File: src/rtl/dsp_reset_sequencer.sv
// dsp_reset_sequencer: sequences C6678 POR#/RESETFULL#/RESET# and arbitrates reset requests
//   clk, rst_n      : clock, asynchronous active-low reset (output of the FPGA reset generator)
//   pwr_good        : DSP rails good; loss aborts any sequence and holds all pins low
//   hw/sw_full_req  : full (POR) reset requests; hw has priority over sw
//   hw/sw_warm_req  : warm (RESET# only) requests; honoured only in RUN
//   resetstat_n     : DSP RESETSTAT#, awaited after the pins are released
//   dsp_*_n         : registered DSP reset pins
//   seq_busy/done   : busy outside RUN; one-cycle pulse on RUN entry
//   timeout_err     : sticky RESETSTAT# timeout, cleared on POR entry
//   last_cause      : 1 power-on, 2/3 hw/sw full, 4/5 hw/sw warm
module dsp_reset_sequencer #(
    parameter logic [19:0] POR_DELAY    = 20'd50000,
    parameter logic [19:0] FULL_DELAY   = 20'd10000,
    parameter logic [19:0] WARM_DELAY   = 20'd1000,
    parameter logic [19:0] STAT_TIMEOUT = 20'd200000
) (
    input  logic       clk,
    input  logic       rst_n,
    input  logic       pwr_good,
    input  logic       hw_full_req,
    input  logic       hw_warm_req,
    input  logic       sw_full_req,
    input  logic       sw_warm_req,
    input  logic       resetstat_n,
    output logic       dsp_por_n,
    output logic       dsp_resetfull_n,
    output logic       dsp_reset_n,
    output logic       seq_busy,
    output logic       seq_done,
    output logic       timeout_err,
    output logic [2:0] last_cause
);
    typedef enum logic [2:0] {OFF, POR, FULL, STAT, RUN, WARM} state_t;
    state_t state, nxt;
    logic [19:0] cnt;
    logic restart, nxt_terr;
    logic [2:0] nxt_cause;
    always_comb begin
        nxt = state;
        restart = 1'b0;
        nxt_terr = timeout_err;
        nxt_cause = last_cause;
        case (state)
            OFF: if (pwr_good) begin
                nxt = POR;
                nxt_cause = 3'd1;
            end
            POR: nxt = (cnt == POR_DELAY - 20'd1) ? FULL : POR;
            FULL: nxt = (cnt == FULL_DELAY - 20'd1) ? STAT : FULL;
            STAT: if (resetstat_n) nxt = RUN;
                else if (cnt == STAT_TIMEOUT - 20'd1) begin
                    nxt = RUN;
                    nxt_terr = 1'b1;
                end
            RUN: if (hw_warm_req || sw_warm_req) begin
                nxt = WARM;
                nxt_cause = hw_warm_req ? 3'd4 : 3'd5;
            end
            WARM: nxt = (cnt == WARM_DELAY - 20'd1) ? STAT : WARM;
            default: nxt = OFF;
        endcase
        // Power loss and full requests override whatever the state logic chose.
        if (state != OFF) begin
            if (!pwr_good) nxt = OFF;
            else if (hw_full_req || sw_full_req) begin
                nxt = POR;
                restart = 1'b1;
                nxt_cause = hw_full_req ? 3'd2 : 3'd3;
            end
        end
        if (nxt == POR && (state != POR || restart)) nxt_terr = 1'b0;
    end
    always_ff @(posedge clk or negedge rst_n) begin
        if (!rst_n) begin
            state <= OFF;
            cnt <= '0;
            dsp_por_n <= 1'b0;
            dsp_resetfull_n <= 1'b0;
            dsp_reset_n <= 1'b0;
            seq_busy <= 1'b1;
            seq_done <= 1'b0;
            timeout_err <= 1'b0;
            last_cause <= 3'd0;
        end else begin
            state <= nxt;
            cnt <= (nxt != state || restart) ? '0 : cnt + 20'd1;
            dsp_por_n <= nxt != OFF && nxt != POR;
            dsp_resetfull_n <= nxt == STAT || nxt == RUN || nxt == WARM;
            dsp_reset_n <= nxt == STAT || nxt == RUN;
            seq_busy <= nxt != RUN;
            seq_done <= nxt == RUN && state != RUN;
            timeout_err <= nxt_terr;
            last_cause <= nxt_cause;
        end
    end
endmodule

File: config.mk
export PLATFORM = sky130hd
export DESIGN_NAME = dsp_reset_sequencer
export DESIGN_NICKNAME = d
export VERILOG_FILES = /design/src/rtl/dsp_reset_sequencer.sv
export SDC_FILE = /design/constraint.sdc
export NUM_CORES = 1
export LEC_CHECK = 0
export CAP_MARGIN = 25
export CELL_PAD_IN_SITES_DETAIL_PLACEMENT = 1
export CELL_PAD_IN_SITES_GLOBAL_PLACEMENT = 2
export CORE_AREA = 10 10 75 93
export CTS_BUF_LIST = sky130_fd_sc_hd__clkbuf_8
export DETAILED_ROUTE_END_ITERATION = 7
export DIE_AREA = 0 0 85 103
export GPL_TIMING_DRIVEN = 0
export PLACE_DENSITY = 0.77
export SYNTH_ARGS = -nofsm -noshare
export SYNTH_HDL_FRONTEND = slang
export SYNTH_SLANG_ARGS = --single-unit
export TNS_END_PERCENT = 50
File: constraint.sdc
create_clock -name clk -period 5.8 [get_ports clk]
set_input_delay 1.16 -clock clk [delete_from_list [all_inputs] [get_ports clk]]
set_output_delay 1.16 -clock clk [all_outputs]
set_load 0.01 [all_outputs]
==> summary.txt, run 1 <==
CTS
  • Htree depth: 2
  • Root buffer cell: clkbuf_8
  • Worst-path clk slew: about 0.070 ns
  • Gates resized, CTS repair: 0
  • CTS tree: built
  • CTS Sinks: 32
  • CTS buffer count: 5
  • Max clock buf depth: 2
  • Hold_buf cts: 0
  • Setup Buffers After CTS: 0
  • Clk_lat worst skew: between 0.2 and 0.3 ns

Setup path
  • CP endpoint: cnt[10]
  • Reg2Reg Depth: 8
  • Worst EP required: 6.00 ns
  • Critical-path top delay cell: a221oi_1
  • Critical path launch point type: input pin
  • CP endpoint kind: register
  • CP arrival: 3.34 ns
  • R2R Path Start: cnt[0]
  • Worst Setup SP: sw_warm_req
  • Reg2reg end: cnt[7]
  • Critical Path Max Stage Delay: roughly 0.57 ns
  • Setup Crit Path Kind: input pin to register
  • Setup slack, reg-to-reg: 3.03 ns
  • CP Cell Sequence: clkdlybuf4s50_1, o31ai_1, a21o_2, o41ai_1, a221oi_1, nand2_4, buf_8, nor3_2
  • Crit path max fanout: 10

Pwr
  • Leakage power: between 0.9 and 1 nW
  • Sw Pwr: just over 0.2 mW
  • Comb power frac: 0.293
  • Seq pwr share: 0.420
  • Sw Ratio: 0.342
  • PwrDens: around 270 nW/µm²
  • Clk pwr share: 0.287
  • Max VDD drop: approximately 0.12 mV
  • Power Total: roughly 0.61 mW
  • Internal Power: approximately 0.4 mW

Global route
  • Largest net degree at the start of global routing: 33
  • Vias in the first global route: 1697
  • Initial antenna violation count: 0
  • First-pass GRT wire length: about 8400 µm
  • Overflow after GRT: 0
  • Total track usage: 0.118

Cells and area
  • Multi-input gate area: around 1000 µm²
  • Util after Layout: 0.425
  • Nets: between 200 and 250
  • Share of layout cells above drive strength 1: 0.226
  • # diodes: 0
  • Syn-to-layout area delta: 16.3%
  • Reg area: between 800 and 900 µm²
  • Fillers: a little over 600

Synth
  • Synth area leader: dfrtp_1
  • Post-synth EDFFs: 0
  • Seq/Total Area, Yosys: 0.415
  • Syn Inst Count: approximately 190
  • Cell with the most instances after synthesis: dfrtp_1
  • Commonest cells post-synth: 31 x dfrtp_1, 20 x nor3_2, 12 x nand2_1, 12 x nor2_1, 12 x xor2_1
  • Area of the mapped netlist: just under 2000 µm²
  • Syn nets: slightly below 200
  • Syn Area/Cell: 10.4 µm²
  • Prevailing post-synth register cell: dfrtp_1
  • Yosys top cell area share: 0.402
  • Synth warn: 0
  • Synth area leaders: dfrtp_1 40%, nor3_2 10%, xor2_1 5.4%, and3_1 2.9%, xnor2_1 2.7%
  • Yosys reg bits: 32
  • Yosys cell types: between 50 and 60
  • Async S/R FF share, synth: 1.00

Floorplan
  • CORE AREA: 5290 µm²
  • Die H: 103 µm
  • Die Area: just under 9000 µm²
  • Initial Utilization: 0.365
  • IO Pins: 17
  • Chip width: around 85 µm
  • Row count: 30

Route
  • WL/cell: roughly 18 µm
  • DRT iter0 DRCs: 27
  • Drt pass-1 iters: 3
  • Vias: 1500
  • Final WL: a little under 5000 µm
  • Final ANT Viol Nets: 0
  • Vias per Instance: 5.51
  • Drt drc: 0

Timing
  • Max-Slew Margin vs Limit: 0.516
  • Setup TNS: 0 ns
  • Fmax achieved: 319 MHz
  • Clk_skew: between 0.004 and 0.005 ns
  • Final min period: 3.13 ns
  • Setup Viol. Count Final: 0
  • Final hold vios: 0
  • Worst Tran Pin Value: ~0.73 ns
  • Crit share post-route: 0.540
  • RSZ-0062 raised after global routing: no
  • Max Slew Vio Count: 0

Run status
  • Status: finished clean

Placement
  • Post-DP HPWL: approximately 3800 µm
  • Placer Congestion: between 0.8 and 0.9
  • Port bufs: 15

Worst hold path
  • Class of the worst hold path: register to register

Flow run
  • Max-cap violation count: 0
registers in the layout, indices dropped and copies added (netlist names):
name,flops
seq_busy,1
seq_done,1
state,3
timeout_err,1
dsp_por_n,1
dsp_reset_n,1
dsp_resetfull_n,1
cnt,20
last_cause,3
metrics by stage:
step	setup slack, ns	cell area, µm²	std cells	hold slack, ns
6_report	2.67	2250	272	0.546
5_1_grt	2.52	2250	272	0.581
4_1_cts	2.62	2250	272	0.551
3_5_place_dp	2.37	2160	264	0.539
3_3_place_gp	2.43	2160	264	0.509
2_1_floorplan	2.92	1930	185	0.478
final cells by class:
cell class / count / area share
Clock buffer: 6 / 0.0367
Buffer: 7 / 0.0301
Sequential cell: 32 / 0.357
Multi-Input combinational cell: 140 / 0.463
Timing Repair Buffer: 15 / 0.0646
Inverter: 6 / 0.0100
Tap cell: 64 / 0.0356
Clock inverter: 2 / 0.00334
critical path, delay by kind of cell:
kind,cells,cell delay [ns]
AO/OA/AOI/OAI,4,1.09
AND/OR/NAND/NOR,2,0.41
buffers and inverters,2,0.68
worst min path at each step:
stage | from | endpoint | slack, ns | depth (start not counted)
finish | last_cause[1] | last_cause[1] | 0.55 | 2
global route | last_cause[1] | last_cause[1] | 0.58 | 2
CTS | last_cause[1] | last_cause[1] | 0.55 | 2
detailed placement | last_cause[1] | last_cause[1] | 0.54 | 2
global placement | cnt[0] | cnt[0] | 0.51 | 1
floorplan | cnt[0] | cnt[0] | 0.48 | 1
kinds of logic after synthesis:
| family | share of synthesized area |
|---|---|
| buf+inv | 0.0466 |
| flops | 0.415 |
| compound gates | 0.103 |
| xor+xnor | 0.0816 |
| mux | 0.00518 |
| simple gates | 0.342 |
| fa+ha+maj | 0.00648 |
cell usage in the layout (no fill, tap or decap), types with 3 or more instances in the layout:
cell / netlist / layout
dfrtp_1: 31 / 31
nor3_2: 20 / 20
clkdlybuf4s50_1: 0 / 14
nor2_1: 12 / 12
nand2_1: 12 / 12
xor2_1: 12 / 12
and3_1: 9 / 9
inv_1: 6 / 8
xnor2_1: 6 / 6
clkbuf_8: 0 / 6
nor3_1: 5 / 5
nand4_1: 5 / 5
nand3_1: 5 / 5
nand2b_1: 4 / 4
a21oi_1: 4 / 4
buf_6: 3 / 3
and2_1: 3 / 3
o21ai_0: 3 / 3
power by group through the flow:
stage / Combinational [mW] / Sequential (mW) / Clock, mW
after floorplan: 0.126 / 0.257 / 0
after global placement: 0.177 / 0.257 / 0
after detailed placement: 0.181 / 0.260 / 0
after CTS: 0.183 / 0.256 / 0.179
after global routing: 0.196 / 0.259 / 0.188
final: 0.178 / 0.255 / 0.175
per-layer routing:
metal	up-vias	part of all wire	global-route usage
li1	710	-	-
met1	759	0.40	0.123
met2	22	0.54	0.219
met3	9	0.031	0.0269
met4	0	0.022	0.0482
met5	-	0	0
No activity file was read; power rests on OpenSTA's default activity.
==> run 2: changes to the inputs <==
Clock period 5.8 ns to 2.9 ns, I/O delays scaled along.
==> results of run 2 <==
The final DEF is identical to that of run 1. Status: finished clean.
Among the figures that moved: setup slack after placement 2.37 ns -> 0.0521 ns; clock-pin slew on the worst setup and hold paths 0.07 ns -> 0.06 ns; setup slack after layout 2.67 ns -> 0.132 ns; hold slack 0.546 ns -> 0.354 ns; start point of the critical path sw_warm_req -> cnt[0]; end point of the critical path cnt[10] -> cnt[7]; register-to-register setup slack 3.03 ns -> 0.13 ns; total power 0.608 mW -> 1.22 mW; worst IR drop on VDD 0.117 mV -> 0.234 mV
==> run 3: changes to the inputs <==
Settings changed: GPL_ROUTABILITY_DRIVEN set to 0.
==> results of run 3 <==
The final DEF is identical to that of run 1. Status: finished clean.
Among the figures that moved: setup slack after placement 2.37 ns -> 0.0521 ns; clock-pin slew on the worst setup and hold paths 0.07 ns -> 0.06 ns; setup slack after layout 2.67 ns -> 0.132 ns; hold slack 0.546 ns -> 0.354 ns; start point of the critical path sw_warm_req -> cnt[0]; end point of the critical path cnt[10] -> cnt[7]; register-to-register setup slack 3.03 ns -> 0.13 ns; total power 0.608 mW -> 1.22 mW; worst IR drop on VDD 0.117 mV -> 0.234 mV
